--- config.mk ---
export PLATFORM = sky130hd
export DESIGN_NAME = pheap_level_flat
export DESIGN_NICKNAME = d
export VERILOG_FILES = /design/src/rtl/pheap_defs_pkg.sv /design/src/rtl/pheap_level_if.sv /design/src/rtl/pheap_level.sv /design/src/flat_wrapper.sv
export SDC_FILE = /design/constraint.sdc
export NUM_CORES = 1
export LEC_CHECK = 0
export BUFFER_PORTS_ARGS = -buffer_cell sky130_fd_sc_hd__buf_2
export CAP_MARGIN = 20
export CORE_MARGIN = 2
export CORE_UTILIZATION = 50
export CTS_BUF_LIST = sky130_fd_sc_hd__clkbuf_8
export CTS_CLUSTER_DIAMETER = 80
export DETAILED_ROUTE_END_ITERATION = 10
export PLACE_DENSITY = 0.85
export SLEW_MARGIN = 30
export SYNTH_ARGS = -nofsm -noshare
export SYNTH_HDL_FRONTEND = slang
export SYNTH_SLANG_ARGS = --single-unit
--- constraint.sdc ---
create_clock -name clk -period 3 [get_ports clk]
set_input_delay 0.3 -clock clk [delete_from_list [all_inputs] [get_ports clk]]
set_output_delay 0.3 -clock clk [all_outputs]
set_load 0.01 [all_outputs]
--- src/rtl/pheap_defs_pkg.sv ---
// Shared types for the pipelined heap levels: key/value, stored entry, opcode and done codes.
package pheap_defs_pkg;

  parameter int LEVELS = 4;
  parameter int KEY_W  = 8;
  parameter int VAL_W  = 8;
  parameter int CAP_W  = LEVELS;

  typedef struct packed {
    logic [KEY_W-1:0] key;
    logic [VAL_W-1:0] value;
  } kv_t;

  typedef struct packed {
    kv_t              kv;
    logic             active;
    logic [CAP_W-1:0] cap;
  } entry_t;

  typedef enum logic [1:0] {
    LEQ     = 2'd0,
    DEQ     = 2'd1,
    ENQ_DEQ = 2'd2
  } opcode_t;

  typedef enum logic [1:0] {
    WAIT       = 2'd0,
    DONE       = 2'd1,
    NEXT_LEVEL = 2'd2
  } done_t;

  localparam kv_t KV_EMPTY = '0;

endpackage

--- src/rtl/pheap_level_if.sv ---
// Request/response bundle between a heap level, its parent (master side) and its child.
interface pheap_level_if #(
  parameter int LEVEL = 2
);
  import pheap_defs_pkg::*;

  logic             start;
  opcode_t          op;
  kv_t              in;
  logic [LEVEL-2:0] addr;
  done_t            done;
  kv_t              out;
  logic             endPos;
  logic [LEVEL-2:0] raddrBot;

  modport master (output start, op, in, addr, input done, out, endPos, raddrBot);
  modport slave  (input start, op, in, addr, output done, out, endPos, raddrBot);

endinterface

--- src/rtl/pheap_level.sv ---
// One non-root level of a pipelined max-heap: IDLE -> READ -> WRITE per request.
// Optional macro PHEAP_LEVEL_FWD_EN forwards the WRITE-cycle entry onto rTopL/rTopR.
module pheap_level
  import pheap_defs_pkg::*;
#(
  parameter int LEVEL = 2,
  parameter int LAST  = 0
) (
  input  logic                                clk,
  input  logic                                rst,
  pheap_level_if.slave                        bus,
  input  logic [((LEVEL > 2) ? LEVEL-2 : 1)-1:0] raddrTop,
  output entry_t                              rTopL,
  output entry_t                              rTopR,
  input  entry_t                              rBotL,
  input  entry_t                              rBotR
);

  localparam int NODES = 2 ** (LEVEL - 1);
  localparam logic [CAP_W-1:0] CAP_RST = CAP_W'((2 ** (LEVELS - LEVEL + 1)) - 1);
  localparam entry_t ENTRY_NONE = '{kv: KV_EMPTY, active: 1'b0, cap: '0};

  typedef enum logic [1:0] {IDLE, READ, WRITE} state_t;

  state_t           state, state_nxt;
  opcode_t          op_q;
  kv_t              in_q;
  logic [LEVEL-2:0] addr_q;
  entry_t           mem [NODES];

  entry_t           node, bot_l, bot_r, child;
  logic             pick_r, any_child;
  logic [CAP_W-1:0] cap_dec, cap_inc;
  logic             wr_en;
  entry_t           wr_data;
  done_t            done_c;
  kv_t              out_c;
  logic             end_c;
  logic [LEVEL-2:0] rbot_c;
  logic [LEVEL-2:0] top_l, top_r;

  // NOTE: only flops use <=; every combinational value below is assigned with = in always_comb.
  always_ff @(posedge clk or negedge rst) begin
    if (!rst) begin
      state  <= IDLE;
      op_q   <= LEQ;
      in_q   <= KV_EMPTY;
      addr_q <= '0;
    end else begin
      state <= state_nxt;
      if (state == IDLE && bus.start) begin
        op_q   <= bus.op;
        in_q   <= bus.in;
        addr_q <= bus.addr;
      end
    end
  end

  // NOTE: the entry array is reset because capacity is architectural state, not scratch data.
  always_ff @(posedge clk or negedge rst) begin
    if (!rst) begin
      for (int i = 0; i < NODES; i++) begin
        mem[i] <= '{kv: KV_EMPTY, active: 1'b0, cap: CAP_RST};
      end
    end else if (wr_en) begin
      mem[addr_q] <= wr_data;
    end
  end

  // The bottom level has no children: they look empty and full.
  assign bot_l     = (LAST != 0) ? ENTRY_NONE : rBotL;
  assign bot_r     = (LAST != 0) ? ENTRY_NONE : rBotR;
  assign node      = mem[addr_q];
  assign pick_r    = bot_r.active && (!bot_l.active || (bot_r.kv.key > bot_l.kv.key));
  assign any_child = bot_l.active || bot_r.active;
  assign child     = pick_r ? bot_r : bot_l;
  assign cap_dec   = (node.cap == '0) ? '0 : node.cap - 1'b1;
  assign cap_inc   = (node.cap >= CAP_RST) ? CAP_RST : node.cap + 1'b1;

  // NOTE: every always_comb output gets a default first so no path infers a latch.
  always_comb begin
    state_nxt = state;
    done_c    = DONE;
    out_c     = KV_EMPTY;
    end_c     = 1'b0;
    rbot_c    = '0;
    wr_en     = 1'b0;
    wr_data   = node;

    case (state)
      IDLE: begin
        if (bus.start) begin
          state_nxt = READ;
          done_c    = WAIT;
        end
      end
      READ: begin
        state_nxt = WRITE;
        done_c    = WAIT;
        rbot_c    = addr_q;
      end
      WRITE: begin
        state_nxt = IDLE;
        rbot_c    = addr_q;
        case (op_q)
          LEQ: begin
            if (!node.active) begin
              wr_en          = 1'b1;
              wr_data.kv     = in_q;
              wr_data.active = 1'b1;
              wr_data.cap    = cap_dec;
            end else if (node.cap != '0) begin
              wr_en       = 1'b1;
              wr_data.cap = cap_dec;
              if (in_q.key > node.kv.key) begin
                wr_data.kv = in_q;
                out_c      = node.kv;
              end else begin
                out_c = in_q;
              end
              end_c  = bot_r.cap > bot_l.cap;
              done_c = NEXT_LEVEL;
            end
          end
          DEQ: begin
            wr_en       = 1'b1;
            wr_data.cap = cap_inc;
            out_c       = node.kv;
            if (any_child) begin
              wr_data.kv = child.kv;
              end_c      = pick_r;
              done_c     = NEXT_LEVEL;
            end else begin
              wr_data.kv     = KV_EMPTY;
              wr_data.active = 1'b0;
            end
          end
          ENQ_DEQ: begin
            wr_en          = 1'b1;
            wr_data.active = 1'b1;
            if ((!bot_l.active || in_q.key > bot_l.kv.key) &&
                (!bot_r.active || in_q.key > bot_r.kv.key)) begin
              wr_data.kv = in_q;
            end else begin
              wr_data.kv = child.kv;
              out_c      = in_q;
              end_c      = pick_r;
              done_c     = NEXT_LEVEL;
            end
          end
          default: ;
        endcase
      end
      default: state_nxt = IDLE;
    endcase

    if (LAST != 0 && done_c == NEXT_LEVEL) done_c = DONE;

    if (!rst) begin
      wr_en  = 1'b0;
      done_c = DONE;
      out_c  = KV_EMPTY;
      end_c  = 1'b0;
      rbot_c = '0;
    end
  end

  assign bus.done     = done_c;
  assign bus.out      = out_c;
  assign bus.endPos   = end_c;
  assign bus.raddrBot = rbot_c;

  // Level 2 holds a single sibling pair, so raddrTop carries no address bits there.
  generate
    if (LEVEL > 2) begin : g_top_idx
      assign top_l = {raddrTop[LEVEL-3:0], 1'b0};
    end else begin : g_top_idx_root_pair
      assign top_l = raddrTop & 1'b0;
    end
  endgenerate
  assign top_r = top_l | {{(LEVEL-2){1'b0}}, 1'b1};

`ifdef PHEAP_LEVEL_FWD_EN
  always_comb begin
    rTopL = mem[top_l];
    rTopR = mem[top_r];
    if (wr_en && addr_q == top_l) rTopL = wr_data;
    if (wr_en && addr_q == top_r) rTopR = wr_data;
  end
`else
  assign rTopL = mem[top_l];
  assign rTopR = mem[top_r];
`endif

endmodule

--- src/flat_wrapper.sv ---
// flat-port wrapper written by rule: the top's interface ports become plain ports
module pheap_level_flat import pheap_defs_pkg::*;
#(
  parameter int LEVEL = 2,
  parameter int LAST  = 0
)
  (clk, rst, raddrTop, rTopL, rTopR, rBotL, rBotR, bus_start, bus_op, bus_in, bus_addr, bus_done, bus_out, bus_endPos, bus_raddrBot);
  pheap_level_if #(.LEVEL(LEVEL)) bus_i ();
  input  logic clk;
  input  logic rst;
  input  logic [((LEVEL > 2) ? LEVEL-2 : 1)-1:0] raddrTop;
  output entry_t rTopL;
  output entry_t rTopR;
  input  entry_t rBotL;
  input  entry_t rBotR;
  input wire logic [$bits(bus_i.start)-1:0] bus_start;
  input wire logic [$bits(bus_i.op)-1:0] bus_op;
  input wire logic [$bits(bus_i.in)-1:0] bus_in;
  input wire logic [$bits(bus_i.addr)-1:0] bus_addr;
  output wire logic [$bits(bus_i.done)-1:0] bus_done;
  output wire logic [$bits(bus_i.out)-1:0] bus_out;
  output wire logic [$bits(bus_i.endPos)-1:0] bus_endPos;
  output wire logic [$bits(bus_i.raddrBot)-1:0] bus_raddrBot;
  assign bus_i.start = bus_start;
  assign bus_i.op = bus_op;
  assign bus_i.in = bus_in;
  assign bus_i.addr = bus_addr;
  assign bus_done = bus_i.done;
  assign bus_out = bus_i.out;
  assign bus_endPos = bus_i.endPos;
  assign bus_raddrBot = bus_i.raddrBot;
  pheap_level #(.LEVEL(LEVEL), .LAST(LAST)) u_core (.clk(clk), .rst(rst), .bus(bus_i), .raddrTop(raddrTop), .rTopL(rTopL), .rTopR(rTopR), .rBotL(rBotL), .rBotR(rBotR));
endmodule
Word-level counts from Yosys, hierarchy flattened --
Index checks and enable logic that the tools add are counted.
Word-level totals: bits in registers 63, input bits 65, output and inout bits 62, logic and storage cells 96
Operators by class: muxes and demuxes 51, add/sub/neg operators 2, bitwise operators 1, equality and inequality tests 5, order comparisons 8, reductions and logical operators 16
Operator list (count):
- two-way mux 16 bit | 11
- two-way mux 21 bit | 6
- one-hot mux 17 bit (3 select lines) | 1
- one-hot mux 16 bit (3 select lines) | 1
- bitwise mux 42 bit | 1
- > comparator 8 bit | 4
- demux 21 bit (select 1 bit) | 1
- two-way mux 4 bit | 4
- two-way mux 1 bit | 14
- two-way mux 2 bit | 6
- one-hot mux 2 bit (3 select lines) | 2
- one-hot mux 4 bit (2 select lines) | 1
- adder 4 x 1 -> 4 bit (second input constant) | 1
- equality test 2 x 1 -> 1 bit (second input constant) | 2
- equality test 2 bit (second input constant) | 2
- greater-or-equal comparator 4 x 3 -> 1 bit (second input constant) | 1
- > comparator 4 bit | 1
- logical AND 1 bit | 4
- logical NOT 2 bit | 2
- logical NOT 4 bit | 1
- logical OR 1 bit | 4
- one-hot mux 2 bit (2 select lines) | 1
- nonzero test 4 bit | 1
- OR reduction 2 bit | 2
- 8 further kinds | 9

Longest topological paths before layout --
Gate-level depths: netlist of the first run.
depth in word-level cells 11, mapped depth 12, depth with buffers taken out 9

Least setup slack after synthesis of the first run --
Ideal clock, no wire load.
kind flip-flop to output port, from register u_core.addr_q, to output bus_out[6], path buffers 3, data required time 2.700 ns, arrival 2.693 ns, stages on the path, launching flop included 13, path slack 0.007 ns, cells stage by stage dfrtp_1 > buf_2 > buf_2 > mux2i_1 > ha_1 > and4b_1 > a211oi_2 > o221ai_2 > nand2_1 > a41o_2 > buf_4 > a22oi_1 > nor2_1
Between the ends: longest elaborated chain between the ends 11, elaborated cells on any way between the ends 12, those cells by class order compare (1); mux (9); bitwise (1); reduce/logical (1)
RTL lines:
- start, declared | line pheap_level.sv:28 | logic [LEVEL-2:0] addr_q;
- start signal, assigned | line pheap_level.sv:54 | addr_q <= bus.addr;
- NOT 1 -> 2 bit (implied by the code) (*) | line pheap_level.sv:73 | assign node = mem[addr_q];
- two-way mux 21 bit (implied by the code) (*) (3 in series) | line pheap_level.sv:73
- > comparator 8 bit | line pheap_level.sv:115 | if (in_q.key > node.kv.key) begin
- two-way mux 16 bit | line pheap_level.sv:115
- two-way mux 16 bit | line pheap_level.sv:112 | end else if (node.cap != '0) begin
- two-way mux 16 bit | line pheap_level.sv:107 | if (!node.active) begin
- one-hot mux 16 bit (3 select lines) (*) | line pheap_level.sv:105 | case (op_q)
- two-way mux 16 bit (*) | line pheap_level.sv:90 | case (state)
- two-way mux 16 bit (*) | line pheap_level.sv:159 | if (!rst) begin
- end, declared | line flat_wrapper.sv:21 | output wire logic [$bits(bus_i.out)-1:0] bus_out;
Every way passes the cells marked *; elsewhere a longest branch is shown, timed or not. The select of a mux whose other input is x is not followed.

Worst setup path after layout of the first run --
from register u_core.addr_q, to output bus_out[5]
The elaborated chain is that of the path after synthesis.

==> results.py, run 1 <==
metrics = {
    "timing": {
        "maxSlewViolCount": 0,
        "fin_worst_skew_ns": 0.00692,
        "finalSetupViolCount": 37,
        "hold_ws_ns": 0.137,
        "maxClockFrequency_ghz": 0.284,
        "hold_violations": 0,
        "grt_setup_unrepaired": "yes",
        "worst_pin_slew_ns": 0.872,
        "setup_ws_ns": -0.520,
        "layout_min_cycle_time_ns": 3.52,
        "finalCritPeriodShare_pct": 117,
        "tns_ns": -7.86,
        "max_slew_margin_pct": 41.9,
    },
    "global_route": {
        "grt_max_degree": 66,
        "grt_pass1_wl_mm": 26.7,
        "antenna_found_initial": 0,
        "track_usage_pct": 30.8,
        "overflow": 0,
        "first_global_vias": 5437,
    },
    "flow_run": {
        "drv_cap": 0,
    },
    "yosys": {
        "netlist_area_sq_um": 4980,
        "syn_inst": 538,
        "synth_edf_count": 0,
        "syn_nets": 651,
        "synth_cell_types": 50,
        "async_flop_share_pct": 100,
        "synthFlopType": "dfrtp_1",
        "synth_seq_cells": 63,
        "synth_seq_area_share_pct": 31.8,
        "yosys_warnings": 0,
        "synth_area_per_cell_sq_um": 9.25,
    },
    "clock_tree": {
        "worstSkewPairLatency_ns": 0.37,
        "path_clk_slew_ns": 0.08,
        "cts_tree": "yes",
        "clock_sinks": 63,
        "cts.htree.levels": 3,
        "clockBufferDepth": 2,
        "cts_hold_buf": 0,
        "cts_root_buffer": "clkbuf_8",
        "cts_buffers": 9,
    },
    "layout": {
        "drive_gt1_share_pct": 42.6,
        "nNetsFinal": 815,
        "nFillCells": 690,
        "regArea_sq_um": 1590,
        "fin_cells": 840,
        "final_common_cell": "buf_2",
        "layout_common_cells": "buf_2, nand2_1, dfrtp_1",
        "multi_input_comb_area_sq_um": 3380,
        "final_util_pct": 69.5,
        "antennaDiodeCount": 0,
        "area_delta_synth_final_pct": 35.8,
    },
    "critical_path": {
        "start_kind": "register",
        "cp_max_fo": 8,
        "worstPathArrival_ns": 3.22,
        "worstPathRequired_ns": 2.70,
        "cp-end-kind": "output pin",
        "worst-setup-path-type": "register to output pin",
        "r2r_slack_ns": -0.14,
    },
    "pwr": {
        "p_per_area_nw_per_um2": 1260,
        "peakVddDrop_mv": 0.573,
        "power_leakage_nw": 3.30,
    },
    "placed_design": {
        "io_buffers": 125,
        "place_ws_ns": -0.128,
        "dp_hpwl_mm": 10.8,
        "dp.cells": 799,
        "gp_congestion": 0.910,
    },
    "die": {
        "dieWidth_um": 104,
        "start_util_pct": 51.2,
        "core_area_sq_um": 9730,
        "die_area_sq_um": 10800,
        "fp-row-count": 36,
        "io_pins": 127,
        "fp.dieH_um": 104,
    },
    "routing": {
        "via_per_inst": 6.53,
        "drt_wl_total_mm": 18.7,
        "drc": 0,
        "num_vias": 5486,
        "ant_nets": 0,
        "drt_first_pass_iters": 8,
        "drt_iter0_markers": 698,
        "wl_per_cell_um": 22.3,
    },
    "status": {
        "violations": "negative setup slack",
        "outcome": "complete, but fails checks",
    },
    "worst_hold_path": {
        "hold_path.class": "input port to asynchronous set/reset pin",
    },
}
-- layer usage --
layer	vias to the layer above	track usage (%)	part of all wire, %
met4	0	20.0	8.5
met3	167	5.98	9.7
met1	2568	35.0	35
met5	-	0	0
met2	460	52.9	47
li1	2291	-	-
-- cell usage after synthesis (2+ instances only) --
master	count	area share (%)
nand3_1	15	1.5
a21oi_1	8	0.80
inv_1	43	3.2
clkbuf_1	6	0.45
nor2_1	43	3.2
a22o_1	3	0.53
a211oi_1	4	0.60
buf_6	5	1.1
o21a_1	3	0.45
o21ai_0	23	2.3
nor2b_1	6	0.75
and3_1	2	0.25
dfrtp_1	57	29
a211oi_2	2	0.50
dfstp_2	6	3.2
buf_2	14	1.4
o21ai_1	6	0.60
nand2_1	76	5.7
a221o_1	2	0.40
mux2_1	3	0.68
mux2i_1	28	5.6
o32a_1	32	6.4
nor3_1	6	0.60
nand2b_1	2	0.25
o221ai_2	2	0.60
a22oi_1	17	2.6
mux2_2	35	7.9
a21o_1	5	0.75
ha_1	48	12
o21bai_1	2	0.30
o211a_1	8	1.6
buf_4	3	0.45
o21ai_2	2	0.35
nand4_1	5	0.63
-- critical path: stages (launching register included) --
cell and delay (ns):
dfrtp_2 0.44, buf_4 0.16, buf_16 0.13, mux2i_1 0.39, ha_1 0.27, a211oi_1 0.11
o221ai_2 0.24, nand2_2 0.10, buf_6 0.12, a41o_4 0.28, buf_12 0.16, a22oi_1 0.24
nor2_1 0.07, buf_2 0.14
-- area by class of cell --
class / instances / area share (%)
Clock buffer: 9 / 1.83
Clock inverter: 7 / 2.11
Inverter: 43 / 2.39
Multi-Input combinational cell: 404 / 49.9
Sequential cell: 63 / 23.6
Tap cell: 133 / 2.46
Timing Repair Buffer: 181 / 17.7
-- per-stage QoR --
step	total power, mW	cell area (sq um)
4_1_cts	7.28	6380
5_1_grt	8.90	6760
3_5_place_dp	5.77	5870
2_1_floorplan	4.33	4980
3_3_place_gp	5.55	5870
6_report	8.49	6760
-- report_power, final --
part           internal, mW  total, mW  switching (mW)
sequential             1.29       1.81           0.519
clock                 0.641       1.04           0.399
combinational          2.61       5.64            3.03
total                  4.55       8.49            3.95
-- timing repair --
item / 4_1_cts / 5_1_grt
pin swaps: 17 / 51
setup endpoints to repair: 32 / 51
setup buffers: 8 / 13
gates resized for setup: 33 / 57
cloned: 1 / 3
-- state kept, by name, summed over array words and instances, names as in the netlist --
| signal | count |
|---|---|
| u_core.op_q | 2 |
| u_core.addr_q | 1 |
| u_core.state | 2 |
| u_core.mem | 42 |
| u_core.in_q | 16 |
-- final timing paths --
check / startpoint / end / cells after the start
setup / recovery: u_core.addr_q$_DFFE_PN0P_ / bus_out[5] / 13
max in group asynchronous: rst / u_core.in_q[14]$_DFFE_PN0P_ / 2
hold / removal: rst / u_core.mem[29]$_DFFE_PN0P_ / 2
hold reg to reg: u_core.mem[30]$_DFFE_PN0P_ / u_core.mem[30]$_DFFE_PN0P_ / 1
setup reg to reg: u_core.addr_q$_DFFE_PN0P_ / u_core.mem[41]$_DFFE_PN0P_ / 12
min in group clk: bus_in[9] / u_core.in_q[9]$_DFFE_PN0P_ / 2
-- kinds of logic (layout without fill, tap and decap cells) --
kind of cell,after synthesis,in the layout,share of synthesized area [%]
and+or+nand+nor,164,164,14.5
AOI/OAI and AO/OA,126,126,20.7
buffers and inverters,71,240,6.68
muxes,66,66,14.2
DFF,63,63,31.8
adders and majority gates,48,48,12.1
No activity file was read; power rests on OpenSTA's default activity.
==> run 2, diff against run 1 <==
- CORE_UTILIZATION: 50 -> 60
- PLACE_DENSITY: 0.85 -> 0.95
- clock period: 3 -> 4.6 ns (I/O delays scaled with it)
==> run 2 against run 1 <==
The flow now finishes without violations. Highest routed layer unchanged. Critical endpoint is now bus_out[15]. Largest cell class unchanged. Utilization up 2.3 points. Critical path type unchanged. Die area down 16%. Combinational power down 57%.
==> results.py, run 2 (synthesized netlist as in run 1, its figures left out) <==
metrics = {
    "status": {
        "outcome": "finished, final reports clean",
    },
    "timing": {
        "max_slew_margin_pct": 32.5,
        "grt_setup_unrepaired": "no",
        "worst_pin_slew_ns": 1.01,
        "finalSetupViolCount": 0,
        "layout_min_cycle_time_ns": 4.15,
        "maxSlewViolCount": 0,
        "fin_worst_skew_ns": 0.0103,
        "hold_violations": 0,
        "finalCritPeriodShare_pct": 90.2,
        "maxClockFrequency_ghz": 0.241,
        "tns_ns": 0,
    },
    "layout": {
        "final_common_cell": "buf_2",
        "top_regs": "u_core.mem (42), u_core.in_q (16)",
        "fin_area_sq_um": 5840,
        "layout_common_cells": "buf_2, nand2_1, dfrtp_1",
        "regArea_sq_um": 1590,
        "antennaDiodeCount": 0,
        "final_util_pct": 71.8,
        "area_delta_synth_final_pct": 17.3,
        "top_register": "u_core.mem",
        "largest_reg_flops": 42,
        "drive_gt1_share_pct": 30.7,
        "multi_input_comb_area_sq_um": 3060,
        "nFillCells": 589,
        "nNetsFinal": 765,
    },
    "clock_tree": {
        "cts_hold_buf": 0,
        "clockBufferDepth": 2,
        "cts_buffers": 9,
        "path_clk_slew_ns": 0.08,
        "worstSkewPairLatency_ns": 0.35,
        "cts_root_buffer": "clkbuf_8",
        "cts.htree.levels": 3,
        "post_cts_buffers": 0,
        "clock_sinks": 63,
        "cts_tree": "yes",
    },
    "critical_path": {
        "crit_cells": 10,
        "cp-startpoint": "u_core.addr_q$_DFFE_PN0P_",
        "cp_slowest_cell": "dfrtp_2",
        "cp-end-kind": "output pin",
        "path_buf_inv": 1,
        "r2r_slack_ns": 0.93,
        "r2r_start": "u_core.addr_q$_DFFE_PN0P_",
        "start_kind": "register",
        "r2r_cells": 8,
        "crit_chain": "mux2_2 -> ha_1 -> and4b_1 -> a211oi_2 -> o221ai_2 -> nand2_1 -> o21ai_2 -> a22oi_1 -> nor2_1 -> buf_2",
        "worstPathRequired_ns": 4.14,
        "crit_path_end": "bus_out[15]",
        "worstPathArrival_ns": 3.69,
        "slowest_delay_ns": 0.73,
        "crit_family": "compound AO/OA/AOI/OAI gates",
        "worst-setup-path-type": "register to output pin",
        "r2r-end": "u_core.mem[31]$_DFFE_PN0P_",
        "cp_max_fo": 21,
    },
    "global_route": {
        "track_usage_pct": 32.4,
        "overflow": 0,
        "busiest_layer": "met2",
        "globalRouteMet3Util_pct": 5.06,
        "antenna_found_initial": 0,
        "grtUsageMet1_pct": 38.3,
        "first_global_vias": 4757,
        "met2_usage_pct": 54.8,
        "grt_max_degree": 66,
        "grt_pass1_wl_mm": 22.5,
    },
    "pwr": {
        "p_per_area_nw_per_um2": 707,
        "power_leakage_nw": 2.95,
        "peakVddDrop_mv": 0.332,
    },
    "die": {
        "core_area_sq_um": 8130,
        "start_util_pct": 61.2,
        "die_area_sq_um": 9040,
        "fp.dieH_um": 95.1,
        "dieWidth_um": 95.1,
        "io_pins": 127,
        "fp-row-count": 33,
    },
    "routing": {
        "ant_nets": 0,
        "drc": 0,
        "drt_first_pass_iters": 6,
        "drt_wl_total_mm": 14.1,
        "drt_iter0_markers": 394,
        "num_vias": 4777,
        "wl_per_cell_um": 18.6,
        "via_per_inst": 6.27,
    },
    "placed_design": {
        "placement.cell_area_sq_um": 5610,
        "dp_hpwl_mm": 9.98,
        "gp_congestion": 0.882,
        "io_buffers": 125,
    },
    "flow_run": {
        "drv_cap": 0,
    },
    "worst_hold_path": {
        "hold_path.class": "input port to asynchronous set/reset pin",
    },
}
==> run 2: cell types whose count changed in the layout (fill, tap and decap cells not counted), moves of 7 or more <==
cell | before | now
mux2i_1 | 21 | 28
buf_4 | 36 | 6
ha_1 | 40 | 48
buf_6 | 12 | 0
o21ai_0 | 13 | 23
o21ai_2 | 9 | 2
nand2_1 | 68 | 76
==> run 2: how the worst min path moves through the flow <==
stage | end | slack [ns]
floorplan | u_core.addr_q$_DFFE_PN0P_ | 0.16
global placement | u_core.mem[12]$_DFFE_PN0P_ | 0.50
detailed placement | u_core.mem[8]$_DFFE_PN0P_ | 0.50
CTS | u_core.mem[4]$_DFFE_PN0P_ | 0.34
global route | u_core.in_q[3]$_DFFE_PN0P_ | 0.33
finish | u_core.mem[4]$_DFFE_PN0P_ | 0.30
==> run 2: power by group <==
| part | total, mW | leakage, nW | switching (mW) | internal (mW) |
|---|---|---|---|---|
| Clock | 0.568 | 0.109 | 0.245 | 0.323 |
| Sequential | 1.16 | 0.743 | 0.326 | 0.835 |
| Combinational | 2.40 | 2.10 | 1.40 | 1.00 |
==> run 2: area by class of cell <==
type	instances	area share (%)
Sequential cell	63	27.1
Clock buffer	10	2.36
Timing Repair Buffer	131	11.5
Tap cell	105	2.25
Multi-Input combinational cell	404	52.4
Clock inverter	6	1.58
Inverter	43	2.76
==> run 2: per-stage QoR <==
step / worst slack (ns) / std cells / hold WS [ns] / total power, mW
CTS: 0.245 / 762 / 0.335 / 4.09
global route: 0.252 / 762 / 0.333 / 4.43
finish: 0.453 / 762 / 0.302 / 4.13
global placement: 0.703 / 746 / 0.498 / 3.36
floorplan: 1.45 / 538 / 0.164 / 2.82
detailed placement: 0.670 / 746 / 0.503 / 3.50
==> run 2: layer usage <==
layer / part of all wire [%] / vias up / wire length (um)
li1: - / 2186 / -
met1: 38 / 2286 / 5370
met2: 50 / 243 / 7050
met3: 7.1 / 62 / 1010
met4: 5.1 / 0 / 724
met5: 0 / - / 0
==> run 2: repair_timing <==
item,4_1_cts,5_1_grt
resized for setup,0,1
endpoints found under the hold margin,0,0
setup endpoints to repair,0,10
